## src/rtl/switch_input.sv

```systemverilog
// Switch conditioning: per-bit 2-flop synchroniser, optional debounce, sw8 edge pulses.
// Define SWITCH_INPUT_DEBOUNCE_EN to build the per-bit debounce counters.
module switch_input #(
    parameter int n         = 8,
    parameter int DB_CYCLES = 500000
) (
    input  logic       clk,
    input  logic       reset,
    input  logic [n:0] sw_in,
    output logic [n:0] data_in,
    output logic       sw8_rise,
    output logic       sw8_fall
);

    localparam int W = n + 1;

    logic [n:0] r_s1;
    logic [n:0] r_s2;
    logic [n:0] r_db;
    logic [n:0] w_db_next;
    logic       r_rise;
    logic       r_fall;

    always_ff @(posedge clk or posedge reset) begin
        if (reset) begin
            r_s1 <= '0;
            r_s2 <= '0;
        end else begin
            r_s1 <= sw_in;
            r_s2 <= r_s1;
        end
    end

`ifdef SWITCH_INPUT_DEBOUNCE_EN
    localparam int CW = (DB_CYCLES > 2) ? $clog2(DB_CYCLES) : 1;

    logic [CW-1:0] r_cnt      [W];
    logic [CW-1:0] w_cnt_next [W];

    // Any agreeing cycle clears the count, so bounces never accumulate.
    always_comb begin
        w_db_next = r_db;
        for (int i = 0; i < W; i++) begin
            w_cnt_next[i] = r_cnt[i];
            if (r_s2[i] == r_db[i]) begin
                w_cnt_next[i] = '0;
            end else if (r_cnt[i] == CW'(DB_CYCLES - 1)) begin
                w_db_next[i]  = r_s2[i];
                w_cnt_next[i] = '0;
            end else begin
                w_cnt_next[i] = r_cnt[i] + CW'(1);
            end
        end
    end

    always_ff @(posedge clk or posedge reset) begin
        if (reset) begin
            for (int i = 0; i < W; i++) begin
                r_cnt[i] <= '0;
            end
        end else begin
            for (int i = 0; i < W; i++) begin
                r_cnt[i] <= w_cnt_next[i];
            end
        end
    end
`else
    assign w_db_next = r_s2;
`endif

    // Pulses are derived from the next state so they line up with the data_in change.
    always_ff @(posedge clk or posedge reset) begin
        if (reset) begin
            r_db   <= '0;
            r_rise <= 1'b0;
            r_fall <= 1'b0;
        end else begin
            r_db   <= w_db_next;
            r_rise <= w_db_next[n] & ~r_db[n];
            r_fall <= ~w_db_next[n] & r_db[n];
        end
    end

    assign data_in  = r_db;
    assign sw8_rise = r_rise;
    assign sw8_fall = r_fall;

endmodule
```

## config.mk

```make
export PLATFORM = sky130hd
export DESIGN_NAME = switch_input
export DESIGN_NICKNAME = d
export VERILOG_FILES = /design/src/rtl/switch_input.sv
export SDC_FILE = /design/constraint.sdc
export NUM_CORES = 1
export LEC_CHECK = 0
export ABC_AREA = 1
export BUFFER_PORTS_ARGS = -buffer_cell sky130_fd_sc_hd__clkbuf_2
export CAP_MARGIN = 20
export CORE_MARGIN = 2
export CORE_UTILIZATION = 40
export DETAILED_ROUTE_END_ITERATION = 8
export HOLD_SLACK_MARGIN = 0.12
export PLACE_DENSITY_LB_ADDON = 0.12
export SYNTH_ARGS = -nofsm -noshare
export SYNTH_HDL_FRONTEND = slang
export SYNTH_SLANG_ARGS = --single-unit
```

## constraint.sdc

```tcl
create_clock -name clk -period 2 [get_ports clk]
set_input_delay 0.5 -clock clk [delete_from_list [all_inputs] [get_ports clk]]
set_output_delay 0.5 -clock clk [all_outputs]
set_load 0.01 [all_outputs]
```

==> impl_metrics.yaml <==
run_status:
  status: "complete, no violations"
synth:
  syn-instance-count: 34
  ys_async_sr_fraction_pct: 100.0
  yosysTopAreaCell: "dfrtp_1"
  syn-num-nets: 45
  ys_warn_count: 0
  yosysSeqAreaShare_pct: 97.48
  syn_area_sq_um: 744.5
  synth_cell_types: 3
  ys_ff_latch: 29
  synth_top_flop_cell: "dfrtp_1"
  synth_top_area_share_pct: 97.48
  synth.area.top_cells: "dfrtp_1, inv_1, nor2_1"
  yosysMostFrequentCell: "dfrtp_1"
  synth_common_cells: "dfrtp_1, inv_1, nor2_1"
  synth_edf_count: 0
  synth_area_per_cell_sq_um: 21.90
timing:
  timing.final.crit_share_pct: 65.99
  period_minus_slack_ns: 1.320
  rsz0062_at_grt: "no"
  postLayoutSetupSlackWorst_ns: 0.6801
  fin_setup_tns_ns: 0
  worstMarginPinSlew_ns: 0.3323
  fin_skew_ns: 0.007261
  finalMaxSlewViolations: 0
  max_freq_ghz: 0.7576
  hold_viol: 0
  slew_headroom_pct: 77.84
  setup_viol: 0
route:
  ant_nets: 0
  dr.pass1.iters: 4
  wirelength_um: 775
  vias: 324
  drt_iter0_markers: 4
  drc: 0
  wire_per_inst_um: 8.807
  avgViaCountPerCell: 3.682
critical_path:
  critPathRequiredTime_ns: 1.50
  r2r-start: "r_s2[8]"
  critPathMaxFanout: 3
  worstSetupPathType: "register to primary output"
  cp-end-kind: "primary output"
  cp_top_family: "flip-flops"
  cp_num_buf_inv: 1
  cp_slowest_stage_delay_ns: 0.39
  path_cells: "clkbuf_2"
  cpMaxStageDelayCell: "dfrtp_1"
  worst-r2r-cell-count: 2
  ff2ff_setup_slack_ns: 1.41
  start_kind: "register"
  critPathArrivalTime_ns: 0.82
  r2r_end: "sw8_rise"
grt:
  grt_pass1_wl_um: 1179
  grt_pass1_vias: 286
  track_usage_pct: 9.113
  overflow: 0
  antenna_found_initial: 0
  grt_max_degree: 30
clock_network:
  cts_hold_buf: 0
  clkTransAtPathRegs_ns: 0.08
  post_cts_resized: 0
  numCtsBuffers: 5
  post-cts-setup-buffers: 0
  root_buffer: "clkbuf_4"
  clkLatencyLatePin_ns: 0.30
  h-tree-depth: 2
  numClockSinks: 29
  clock_path_buffers: 2
  cts_tree: "yes"
power_and_ir_drop:
  ir_drop_mv: 0.4648
  power_uw: 991.9
  power.density_mw_per_mm2: 1051
  p_leak_nw: 0.4842
job:
  cap_violations: 0
floorplanning:
  fp-row-count: 15
  coreArea_sq_mm: 0.001745
  dieArea_sq_mm: 0.002222
  die_h_um: 47.14
  initial_core_util_pct: 42.65
  pin_count: 22
  fp.dieW_um: 47.14
place:
  dp_slack_ns: 0.9992
  placed_area_sq_um: 888.4
  port_buffers: 21
  dp.cells: 81
  place.gp.congestion: 0.6096
final_layout:
  synthToLayoutAreaGrowth_pct: 26.72
  diodes: 0
  final_nets: 74
  fillers: 152
  drive_gt1_share_pct: 44.44
  final_cell_count_no_fill: 88
  stdcell_area_sq_um: 943.4
hold_path:
  hold_path.class: "primary input to async pin"
logic make-up (layout without fill, tap and decap cells):
kind of cell | after synthesis | in the layout | synth area share (%)
flip-flops | 29 | 29 | 97.48
buffers and inverters | 3 | 32 | 1.512
AND/OR/NAND/NOR | 2 | 2 | 1.009
state kept, by name, indices dropped and copies added (netlist names):
signal and flops:
sw8_rise 1, sw8_fall 1, data_in 9, r_s1 9, r_s2 9
power by group:
group	internal, mW	switching [mW]
registers	0.615	0.00775
clock network	0.166	0.164
logic	0.0163	0.0227
metrics by stage:
stage,hold WS [ns],util (%)
floorplan,0.3312,-
global placement,0.3312,50.90
detailed placement,0.3347,50.90
CTS,0.2255,54.05
global route,0.2557,54.05
finish,0.2269,54.05
layout make-up:
cell class	count	area, sq um	area share (%)
timing repair buffer	22	112.6	11.94
sequential	29	725.7	76.92
inverter	3	11.26	1.194
multi-input combinational	2	7.507	0.7958
clock buffer	7	55.05	5.836
tap	25	31.28	3.316
layer usage:
| metal | part of all wire [%] | GRT usage (%) | wire, um | vias to the layer above |
|---|---|---|---|---|
| li1 | - | - | - | 159 |
| met1 | 45 | 10.42 | 347 | 143 |
| met2 | 44 | 10.68 | 344 | 22 |
| met3 | 11 | 5.769 | 83 | 0 |
| met4 | 0 | 10.00 | 0 | 0 |
| met5 | 0 | 0 | 0 | - |
cells in the final DEF, fill, tap and decap left out:
cell type  synthesis  layout
buf_4              0       1
dfrtp_1           29      29
clkbuf_1           0       1
clkbuf_2           0      21
clkbuf_4           0       5
clkbuf_8           0       1
inv_1              3       3
nor2_1             2       2
how the worst max path moves through the flow:
stage | startpoint | end | depth (start not counted)
floorplan | reset | data_in[0] | 1
finish | data_in[8] | data_in[8] | 1
global route | data_in[8] | data_in[8] | 1
CTS | data_in[8] | data_in[8] | 1
global placement | data_in[8] | data_in[8] | 1
detailed placement | data_in[8] | data_in[8] | 1
(Power assumes the default switching activity.)
